`config.mk`:
```
export PLATFORM = sky130hd
export DESIGN_NAME = heart_cnt_gen
export DESIGN_NICKNAME = d
export VERILOG_FILES = /design/src/rtl/heart_cnt_gen_pkg.sv /design/src/rtl/heart_cnt_gen_tick_div.sv /design/src/rtl/heart_cnt_gen.sv
export SDC_FILE = /design/constraint.sdc
export NUM_CORES = 1
export LEC_CHECK = 0
export ABC_AREA = 1
export BUFFER_PORTS_ARGS = -buffer_cell sky130_fd_sc_hd__clkbuf_2
export CELL_PAD_IN_SITES_DETAIL_PLACEMENT = 1
export CELL_PAD_IN_SITES_GLOBAL_PLACEMENT = 1
export CORE_MARGIN = 3
export CORE_UTILIZATION = 44
export CTS_CLUSTER_SIZE = 24
export DETAILED_ROUTE_END_ITERATION = 10
export GPL_ROUTABILITY_DRIVEN = 0
export GPL_TIMING_DRIVEN = 0
export PLACE_DENSITY = 0.83
export SYNTH_ARGS = -nofsm -noshare
export SYNTH_HDL_FRONTEND = slang
export SYNTH_HIERARCHICAL = 1
export SYNTH_SLANG_ARGS = --single-unit
```
`constraint.sdc`:
```
create_clock -name clk_in -period 2.2 [get_ports clk_in]
set_clock_uncertainty 0.05 [all_clocks]
set_input_delay 0.44 -clock clk_in [delete_from_list [all_inputs] [get_ports clk_in]]
set_output_delay 0.44 -clock clk_in [all_outputs]
set_load 0.02 [all_outputs]
```
`src/rtl/heart_cnt_gen_pkg.sv`:
```
// Shared encodings for the heart step-sequence generator and its LED decoder.
package heart_pkg;

  localparam int unsigned HEART_W = 4;
  localparam logic [HEART_W-1:0] HEART_BLANK = 4'd8;

  typedef enum logic [1:0] {
    MODE_UP   = 2'b00,
    MODE_DOWN = 2'b01,
    MODE_PING = 2'b10,
    MODE_HOLD = 2'b11
  } mode_t;

  typedef enum logic {
    DIR_UP   = 1'b0,
    DIR_DOWN = 1'b1
  } dir_t;

endpackage

```
`src/rtl/heart_cnt_gen_tick_div.sv`:
```
// Prescaler: one-cycle tick every CLK_DIV enabled clocks, restarting from zero whenever disabled.
module tick_div #(
  parameter int unsigned CLK_DIV = 6_000_000
) (
  input  logic clk_in,
  input  logic rst_n_in,
  input  logic en_in,
  output logic tick
);

  localparam int unsigned DIV_W = (CLK_DIV > 1) ? $clog2(CLK_DIV) : 1;
  localparam logic [DIV_W-1:0] DIV_LAST = DIV_W'(CLK_DIV - 1);

  logic [DIV_W-1:0] div_cnt;

  always_ff @(posedge clk_in or negedge rst_n_in) begin
    if (!rst_n_in) begin
      div_cnt <= '0;
    end else if (!en_in || div_cnt == DIV_LAST) begin
      div_cnt <= '0;
    end else begin
      div_cnt <= div_cnt + 1'b1;
    end
  end

  assign tick = en_in && (div_cnt == DIV_LAST);

endmodule

```
`src/rtl/heart_cnt_gen.sv`:
```
// Step-sequence generator driving the 4-bit heart_cnt index of the LED-pattern decoder.
module heart_cnt_gen
  import heart_pkg::*;
#(
  parameter int unsigned CLK_DIV = 6_000_000,
  parameter int unsigned CNT_MAX = 7
) (
  input  logic               clk_in,
  input  logic               rst_n_in,
  input  logic               en_in,
  input  logic [1:0]         mode_in,
  output logic [HEART_W-1:0] heart_cnt,
  output logic               step_pulse
);

  localparam logic [2:0] POS_MAX = 3'(CNT_MAX);

  logic       tick;
  logic [2:0] pos;
  logic [2:0] pos_next;
  dir_t       dir;
  dir_t       dir_next;
  logic       stepped;

  tick_div #(
    .CLK_DIV(CLK_DIV)
  ) u_tick_div (
    .clk_in  (clk_in),
    .rst_n_in(rst_n_in),
    .en_in   (en_in),
    .tick    (tick)
  );

  // Mode is only looked at on a tick; PING turns around without repeating the end value.
  always_comb begin
    pos_next = pos;
    dir_next = dir;
    stepped  = 1'b0;
    if (tick) begin
      case (mode_t'(mode_in))
        MODE_UP: begin
          pos_next = (pos == POS_MAX) ? 3'd0 : pos + 3'd1;
          dir_next = DIR_UP;
          stepped  = 1'b1;
        end
        MODE_DOWN: begin
          pos_next = (pos == 3'd0) ? POS_MAX : pos - 3'd1;
          dir_next = DIR_DOWN;
          stepped  = 1'b1;
        end
        MODE_PING: begin
          stepped = 1'b1;
          if (dir == DIR_UP) begin
            if (pos == POS_MAX) begin
              pos_next = POS_MAX - 3'd1;
              dir_next = DIR_DOWN;
            end else begin
              pos_next = pos + 3'd1;
            end
          end else begin
            if (pos == 3'd0) begin
              pos_next = 3'd1;
              dir_next = DIR_UP;
            end else begin
              pos_next = pos - 3'd1;
            end
          end
        end
        default: begin
          pos_next = pos;
          dir_next = dir;
          stepped  = 1'b0;
        end
      endcase
    end
  end

  always_ff @(posedge clk_in or negedge rst_n_in) begin
    if (!rst_n_in) begin
      pos        <= 3'd0;
      dir        <= DIR_UP;
      heart_cnt  <= '0;
      step_pulse <= 1'b0;
    end else begin
      pos        <= pos_next;
      dir        <= dir_next;
      heart_cnt  <= en_in ? {1'b0, pos_next} : HEART_BLANK;
      step_pulse <= stepped;
    end
  end

endmodule

```
### After elaboration in Yosys (flattened, before gate mapping)

Cells that the tools add are included.

* latch bits: 0
* output and inout port bits: 5
* bits in writable memories: 0
* memories: 0
* word-level logic and storage cells: 35
* bits in read-only memories: 0
* register bits after elaboration: 32

* mux-type cells: 15
* shift operators: 0
* equal/unequal tests: 4
* multiply operators: 0
* reductions and logical operators: 8
* bitwise gates (word level): 0
* div/mod/pow operators: 0
* magnitude comparators: 0
* $add $sub $neg: 3

Operators with widths (count)
* adder 23 x 1 -> 23 bit (second input constant): 1
* == test 23 bit (second input constant): 1
* 2-to-1 mux 23 bit: 1
* 2-to-1 mux 3 bit: 6
* case mux 3 bit (3 select lines): 1
* 2-to-1 mux 1 bit: 5
* 2-to-1 mux 4 bit: 1
* adder 3 x 1 -> 3 bit (second input constant): 1
* == test 3 bit (second input constant): 1
* logical NOT 3 bit: 1
* case mux 1 bit (3 select lines): 1
* nonzero test 3 bit: 1
* OR reduction 3 bit: 1
* subtractor 3 x 1 -> 3 bit (second input constant): 1
* == test 2 x 1 -> 1 bit (second input constant): 1
* == test 2 bit (second input constant): 1
* logical NOT 2 bit: 1
* AND reduction 2 bit: 1
* logical AND 1 bit: 1
* logical NOT 1 bit: 1
* logical OR 1 bit: 1

### Longest topological paths before layout

Gate-level depths: netlist of run 1.

* word-level depth: 6
* depth in mapped cells: 13

### By module

Netlist of run 1, hierarchy kept.

By module, submodules not included
* tick_div: area an instance 1453.9 µm², times used 1, cells an instance 211, seq. area each 575.6 µm²
* heart_cnt_gen: area an instance 606.8 µm², times used 1, cells an instance 77, seq. area each 225.2 µm²

### Least setup slack after synthesis of run 1

OpenSTA, ideal clock, no wires.

* path type: reg2reg
* start: register u_tick_div.div_cnt[0]
* end: register pos[1]
* data arrival time: 1542 ps
* cell stages (with the launch flop): 13
* data required time: 2036 ps
* slack: 494 ps
* path buffers: 0
* cell sequence: dfrtp_1 ha_1 nand2_2 nor2_1 nand3_1 nor2_1 inv_1 nor2_4 nand2_1 a21oi_1 nand2_1 nand2_2 inv_1

* longest elaborated chain between the ends: 3

RTL lines
* start: declaration: RTL line heart_cnt_gen_tick_div.sv:14 `logic [DIV_W-1:0] div_cnt;`
* start signal: assignment: RTL line heart_cnt_gen_tick_div.sv:22 `div_cnt <= div_cnt + 1'b1;`
* == test 23 bit: RTL line heart_cnt_gen_tick_div.sv:26 `assign tick = en_in && (div_cnt == DIV_LAST);`
* logical AND 1 bit: RTL line heart_cnt_gen_tick_div.sv:26
* named net tick: RTL line heart_cnt_gen.sv:18 `logic tick;`
* 2-to-1 mux 3 bit: RTL line heart_cnt_gen.sv:39 `if (tick) begin`
* named net pos_next[1]: RTL line heart_cnt_gen.sv:20 `logic [2:0] pos_next;`
* end signal: assignment: RTL line heart_cnt_gen.sv:85 `pos <= pos_next;`
* end: declaration: RTL line heart_cnt_gen.sv:19 `logic [2:0] pos;`

The timed path passes the listed nets, and every way through them passes these cells.
A chain may end at the register's enable or synchronous reset.

### Worst setup path in the final report of run 1

* start: register u_tick_div.div_cnt[0]
* end: register heart_cnt[2]

* longest elaborated chain between the ends: 4

RTL lines
* == test 23 bit: RTL line heart_cnt_gen_tick_div.sv:26
* logical AND 1 bit: RTL line heart_cnt_gen_tick_div.sv:26
* named net tick: RTL line heart_cnt_gen.sv:18
* 2-to-1 mux 3 bit: RTL line heart_cnt_gen.sv:39
* 2-to-1 mux 4 bit: RTL line heart_cnt_gen.sv:87 `heart_cnt <= en_in ? {1'b0, pos_next} : HEART_BLANK;`
* end signal: assignment: RTL line heart_cnt_gen.sv:87
* end: declaration: RTL line heart_cnt_gen.sv:12 `output logic [HEART_W-1:0] heart_cnt,`

The timed path passes the listed nets, and every way through them passes these cells.

==> metrics.csv, run 1 <==
stage,metric,value,unit
logic_synthesis,synth_mux_area_share,0,%
logic_synthesis,synthAdderAreaFrac,6.072,%
detailed_routing,dr.pass1.iters,4,
final_layout,area_growth,10.32,%
logic_synthesis,async_flop_share,100.0,%
logic_synthesis,ys_warn_count,6,
floorplanning,coreArea,4444,um^2
clock_tree,cts.sinks,32,
worst_setup_path,max_stage_delay,0.46,ns
worst_setup_path,startpoint_type,register,
pwr,intPower,0.8942,mW
sta,period_minus_slack,1.993,ns
final_layout,num_antenna_cells,0,
pwr,p_leak,1.120,nW
logic_synthesis,synth_cell_types,23,
detailed_routing,drt.antenna.violating_nets,0,
pwr,switching_share,25.46,%
detailed_routing,routed_wl,4969,um
sta,setup_viol,0,
worst_setup_path,cp_max_fo,8,
logic_synthesis,synth-edff-count,0,
sta,finalMaxSlewViolations,0,
sta,fin_ws,0.2066,ns
clock_tree,clk_pin_slew,0.07,ns
detailed_routing,drt-vias-per-instance,5.106,
floorplanning,die_x,74.44,um
detailed_routing,drcViolationCount,0,
global_routing,grt_pass1_wl,8935,um
run_status,status,"finished, final reports clean",
flow_run,cap_violations,0,
pwr,p_sw,0.3054,mW
global_routing,grt_max_degree,33,
logic_synthesis,ys_seq_elements,32,
clock_tree,ctsHtreeMaxLevel,2,
pwr,powerDensity,527.7,nW/um^2
global_routing,grt_remaining_overflow,0,
worst_setup_path,critical_path_class,reg2reg,
clock_tree,hold_buffers,0,
floorplanning,die-area,5541,um^2
final_layout,layout_common_cells,"83 x nand2_1, 54 x nor2_1, 39 x inv_1, 32 x dfrtp_1, 19 x nand3_1",
placement,placed_area,2171,um^2
final_layout,seqCellArea,800.8,um^2
min_path,min_path_type,in2async,
worst_setup_path,required,2.32,ns
placement,io_buffers,9,
logic_synthesis,synth.net_count,303,
logic_synthesis,postSynthAreaPerCell,7.155,um^2
clock_tree,numCtsBuffers,5,
logic_synthesis,synth_ff_type,dfrtp_1,
pwr,combPwrFrac,9.2,%
sta,max_slew_margin,42.17,%
sta,rsz0062_at_grt,no,
pwr,p_seq_share,51.4,%
sta,setup_tns,0,ns
floorplanning,start_util,46.37,%
final_layout,multiInputGateArea,1107,um^2
detailed_routing,drtIter0Drc,110,
final_layout,nFillCells,603,
pwr,p_total,1.200,mW
global_routing,antenna_found_initial,0,
worst_setup_path,cp.arrival,2.11,ns
placement,place_hpwl,3775,um
clock_tree,cts_buffer_depth,2,
placement,post-place-ws,0.1028,ns
logic_synthesis,ys_seq_area_share,38.86,%
floorplanning,io_pins,10,
worst_setup_path,cp_slowest_cell,dfrtp_1,
pwr,peakVddDrop,377.5,uV
logic_synthesis,syn_inst,288,
clock_tree,cts_tree,yes,
clock_tree,cts-root-buf,clkbuf_8,
logic_synthesis,synth-xor-area-share,4.675,%
final_layout,nNetsFinal,319,
floorplanning,die_h,74.44,um
global_routing,grt.total_usage,21.17,%
final_layout,utilization,51.15,%
floorplanning,core.rowCount,24,
final_layout,layout_commonest_cell,nand2_1,
logic_synthesis,synth_top_family_by_area,simple AND/OR/NAND/NOR gates,
sta,final_hold_viol_count,0,
worst_setup_path,end_kind,register,
final_layout,drive_gt1_share,12.79,%
detailed_routing,wl_per_cell,13.92,um
sta,tightest_slew,0.8674,ns
logic_synthesis,synth-compound-area-share,3.339,%
worst_setup_path,path_cells,ha_4 -> nand2_2 -> nor2_1 -> nand3_1 -> nor2_1 -> inv_1 -> nor2_4 -> nand2_1 -> a21oi_1 -> nand2_1 -> nand2_1 -> nor2_1,
logic_synthesis,synthesis.area,2061,um^2
clock_tree,clk_latency,0.28,ns
sta,timing.fmax,501.7,MHz
detailed_routing,vias,1823,
logic_synthesis,yosys.area_share.simple,39.04,%
global_routing,grt_pass1_vias,1892,
pwr,pwr-share-clk,39.4,%
final_layout,postLayoutCellArea,2273,um^2
sta,fin_crit_sh,90.61,%
[worst max-delay path: cells and delay by family (launching register included)]
kind            cells  cell delay, ns
flops               1            0.46
fa+ha+maj           1            0.22
buf+inv             1            0.07
simple gates        9            0.95
compound gates      1            0.11
[kinds of logic (layout without fill, tap and decap cells)]
logic type | after synthesis | count (layout)
adder cells (fa/ha/maj) | 10 | 10
flip-flops | 32 | 32
XOR/XNOR | 11 | 11
AND/OR/NAND/NOR | 181 | 181
AO/OA/AOI/OAI | 12 | 12
buffers and inverters | 42 | 59
[power groups by stage]
| stage | Clock, mW | Sequential [mW] | Combinational [mW] |
|---|---|---|---|
| 3_5_place_dp | 0 | 0.626 | 0.111 |
| 3_3_place_gp | 0 | 0.625 | 0.108 |
| 4_1_cts | 0.482 | 0.615 | 0.113 |
| 2_1_floorplan | 0 | 0.628 | 0.0666 |
| 6_report | 0.472 | 0.616 | 0.111 |
| 5_1_grt | 0.510 | 0.618 | 0.129 |
[path summary, 6_finish.rpt]
path / from / cells after the start / slack [ns] / to
max in group asynchronous: rst_n_in / 1 / 1.34 / pos[0]
worst max-delay path: u_tick_div/div_cnt[0] / 12 / 0.21 / heart_cnt[2]
worst max register to register: u_tick_div/div_cnt[0] / 12 / 0.21 / heart_cnt[2]
min in group clk_in: en_in / 3 / 0.39 / u_tick_div/div_cnt[6]
worst min register to register: u_tick_div/div_cnt[10] / 2 / 0.53 / u_tick_div/div_cnt[10]
worst min-delay path: rst_n_in / 1 / 0.21 / u_tick_div/div_cnt[19]
[cell usage after synthesis, drive strengths merged (2+ instances only)]
cell   count  area, um^2
nand2     91       376.6
buf        2       15.01
a21oi      4       20.02
dfrtp     32       800.8
inv       40       150.1
nand3     19       95.09
nor2      65       295.3
xor2      10       87.58
ha        10       125.1
o21ai      6       30.03
nand4      4       25.02
[registers in the layout (all words and copies together), names as in the netlist]
name	cells
step_pulse	1
u_tick_div/div_cnt	23
dir	1
pos	3
heart_cnt	4
[through the flow]
stage,hold slack [ns],instances
4_1_cts,0.2471,357
5_1_grt,0.2607,357
3_3_place_gp,0.4602,349
3_5_place_dp,0.4792,349
2_1_floorplan,0.09441,288
6_report,0.2106,357
[layout make-up]
type / count / share of cell area [%]
inverters: 40 / 6.604
clock buffers: 8 / 3.963
flip-flops and latches: 32 / 35.22
well taps: 52 / 2.862
plain buffers: 2 / 0.6604
repair buffers: 9 / 1.981
multi-input cells: 214 / 48.71
[routing by layer]
metal / up-vias / global-route usage (%) / wire [um]
li1: 904 / - / -
met5: - / 0 / 0
met1: 883 / 29.38 / 2322
met2: 28 / 34.24 / 2408
met4: 0 / 4.150 / 52
met3: 8 / 4.595 / 186
[repair_timing]
item                                    CTS  global route
hold endpoints to repair                  0             0
endpoints found under the setup margin    0             4
gates resized for setup                   0             2
buffers inserted                          0             0
Note: power is estimated with default switching activity, not from simulation.
==> inputs of run 2 (changes only) <==
==> constraint.sdc (replaced) <==
create_clock -name clk_in -period 2.1 [get_ports clk_in]
set_clock_uncertainty 0.05 [all_clocks]
set_input_delay 0.42 -clock clk_in [delete_from_list [all_inputs] [get_ports clk_in]]
set_output_delay 0.42 -clock clk_in [all_outputs]
set_load 0.02 [all_outputs]
==> run 2 against run 1 <==
  * Critical path depth unchanged
  * Final cell count unchanged
  * Die area unchanged
  * Critical path type unchanged
  * Critical endpoint unchanged
  * Largest power group unchanged
  * Highest routed layer unchanged
==> metrics.csv, run 2 (synthesis results as in run 1) <==
stage,metric,value,unit,change
sta,period_minus_slack,1.935,ns,-0.05880 ns
worst_setup_path,end_kind,register,,
global_routing,grt_max_degree,33,,unchanged
detailed_routing,drt-vias-per-instance,5.123,,+0.33%
clock_tree,numCtsBuffers,5,,unchanged
clock_tree,clk_latency,0.28,ns,about the same
final_layout,utilization,51.18,%,about the same
worst_setup_path,cp_max_fo,8,,unchanged
detailed_routing,drt.antenna.violating_nets,0,,unchanged
floorplanning,die_x,74.44,um,unchanged
clock_tree,cts.sinks,32,,unchanged
global_routing,grt_remaining_overflow,0,,unchanged
floorplanning,core.rowCount,24,,unchanged
detailed_routing,dr.pass1.iters,4,,unchanged
clock_tree,cts_buffer_depth,2,,unchanged
clock_tree,ctsHtreeMaxLevel,2,,unchanged
global_routing,antenna_found_initial,0,,unchanged
sta,finalMaxSlewViolations,0,,unchanged
worst_setup_path,rr_worst_depth,12,,unchanged
pwr,peakVddDrop,395.6,uV,+4.8%
clock_tree,cts_tree,yes,,
final_layout,multiInputGateArea,1107,um^2,unchanged
clock_tree,clk_pin_slew,0.07,ns,about the same
final_layout,area_growth,10.38,%,about the same
sta,fin_crit_sh,92.12,%,+1.5 points
final_layout,seqCellArea,802.0,um^2,+0.16%
clock_tree,cts-root-buf,clkbuf_8,,
worst_setup_path,required,2.22,ns,-0.10 ns
floorplanning,coreArea,4444,um^2,unchanged
floorplanning,start_util,46.37,%,unchanged
global_routing,grt_pass1_vias,1892,,unchanged
worst_setup_path,critical_path_class,reg2reg,,
sta,timing.fmax,516.9,MHz,+3.0%
placement,placed_area,2171,um^2,unchanged
final_layout,drive_gt1_share,13.11,%,+0.33 points
placement,dpl.cell_count,349,,unchanged
pwr,switching_share,25.40,%,-0.053 points
final_layout,largest_reg_flops,23,,unchanged
placement,place_hpwl,3775,um,unchanged
pwr,combPwrFrac,9.2,%,about the same
sta,tightest_slew,0.8670,ns,-0.0004119 ns
pwr,p_sw,0.3191,mW,+4.5%
min_path,min_path_type,in2async,,
floorplanning,die-area,5541,um^2,unchanged
sta,final_hold_viol_count,0,,unchanged
sta,setup_tns,0,ns,unchanged
final_layout,layout_common_cells,"83 x nand2_1, 54 x nor2_1, 39 x inv_1, 31 x dfrtp_1, 19 x nand3_1",,
pwr,p_leak,1.119,nW,-0.11%
final_layout,reg.largest.list,"u_tick_div/div_cnt x23, heart_cnt x4, pos x3",,
pwr,powerDensity,552.2,nW/um^2,+4.7%
pwr,p_seq_share,51.4,%,about the same
sta,whs,0.1914,ns,-0.01918 ns
run_status,status,"finished, final reports clean",,
worst_setup_path,cp.arrival,2.05,ns,-0.06 ns
pwr,p_total,1.256,mW,+4.7%
detailed_routing,vias,1829,,+0.33%
worst_setup_path,startpoint_type,register,,
sta,max_slew_margin,42.20,%,about the same
worst_setup_path,r2r-start,u_tick_div/div_cnt[0],,
global_routing,grt_pass1_wl,8935,um,unchanged
final_layout,nNetsFinal,319,,unchanged
worst_setup_path,r2r_end,heart_cnt[2],,
worst_setup_path,r2r_setup_slack,0.17,ns,-0.04 ns
global_routing,grt.total_usage,21.17,%,unchanged
sta,fin_ws,0.1654,ns,-0.04120 ns
detailed_routing,routed_wl,4968,um,about the same
sta,setup_viol,0,,unchanged
pwr,pwr-share-clk,39.3,%,about the same
detailed_routing,drtIter0Drc,110,,unchanged
flow_run,cap_violations,0,,unchanged
detailed_routing,wl_per_cell,13.92,um,about the same
pwr,intPower,0.9371,mW,+4.8%
final_layout,postLayoutCellArea,2275,um^2,about the same
final_layout,layout_commonest_cell,nand2_1,,
clock_tree,hold_buffers,0,,unchanged
placement,io_buffers,9,,unchanged
floorplanning,io_pins,10,,unchanged
floorplanning,die_h,74.44,um,unchanged
final_layout,num_antenna_cells,0,,unchanged
final_layout,regMostFlops,u_tick_div/div_cnt,,
final_layout,nFillCells,602,,-0.17%
final_layout,stdcell_count,357,,unchanged
placement,post-place-ws,0.002819,ns,-0.1000 ns
detailed_routing,drcViolationCount,0,,unchanged
## run 2: final cells by class
cell class / count / share of cell area, %
buffer: 2 / 0.6601
multi-input combinational: 214 / 48.68
inverter: 40 / 6.601
timing repair buffer: 9 / 1.980
sequential: 32 / 35.26
clock buffer: 8 / 3.960
tap: 52 / 2.860
## run 2: timing repair
action | 4_1_cts | 5_1_grt
gates resized for setup | 1 | 2
setup endpoints to repair | 4 | 6
buffers inserted | 0 | 0
hold endpoints to repair | 0 | 0
## run 2: how the worst max path moves through the flow
stage | from | end | depth (start not counted)
2_1_floorplan | u_tick_div/div_cnt[0] | pos[1] | 12
3_3_place_gp | u_tick_div/div_cnt[0] | heart_cnt[2] | 12
3_5_place_dp | u_tick_div/div_cnt[0] | heart_cnt[2] | 12
4_1_cts | u_tick_div/div_cnt[0] | heart_cnt[2] | 12
5_1_grt | u_tick_div/div_cnt[0] | pos[1] | 12
6_report | u_tick_div/div_cnt[0] | heart_cnt[2] | 12
## run 2: worst max-delay path: stages (launching register included)
cell	delay, ns
dfrtp_2	0.43
ha_4	0.20
nand2_2	0.07
nor2_1	0.18
nand3_1	0.13
nor2_1	0.11
inv_1	0.07
nor2_4	0.18
nand2_1	0.08
a21oi_1	0.11
nand2_1	0.08
nand2_1	0.08
nor2_1	0.04
## run 2: routing by layer
metal / routed length (um) / GRT usage [%] / share of wire (%) / up-vias
met5: 0 / 0 / 0 / -
met1: 2354 / 29.38 / 47 / 892
li1: - / - / - / 905
met4: 52 / 4.150 / 1.0 / 0
met2: 2408 / 34.24 / 48 / 24
met3: 152 / 4.595 / 3.1 / 8
## run 2: power by group through the flow
stage / sequential [mW] / combinational (mW) / clock, mW
finish: 0.646 / 0.116 / 0.494
floorplan: 0.658 / 0.0698 / 0
global route: 0.648 / 0.136 / 0.534
CTS: 0.644 / 0.118 / 0.505
detailed placement: 0.656 / 0.117 / 0
global placement: 0.655 / 0.113 / 0
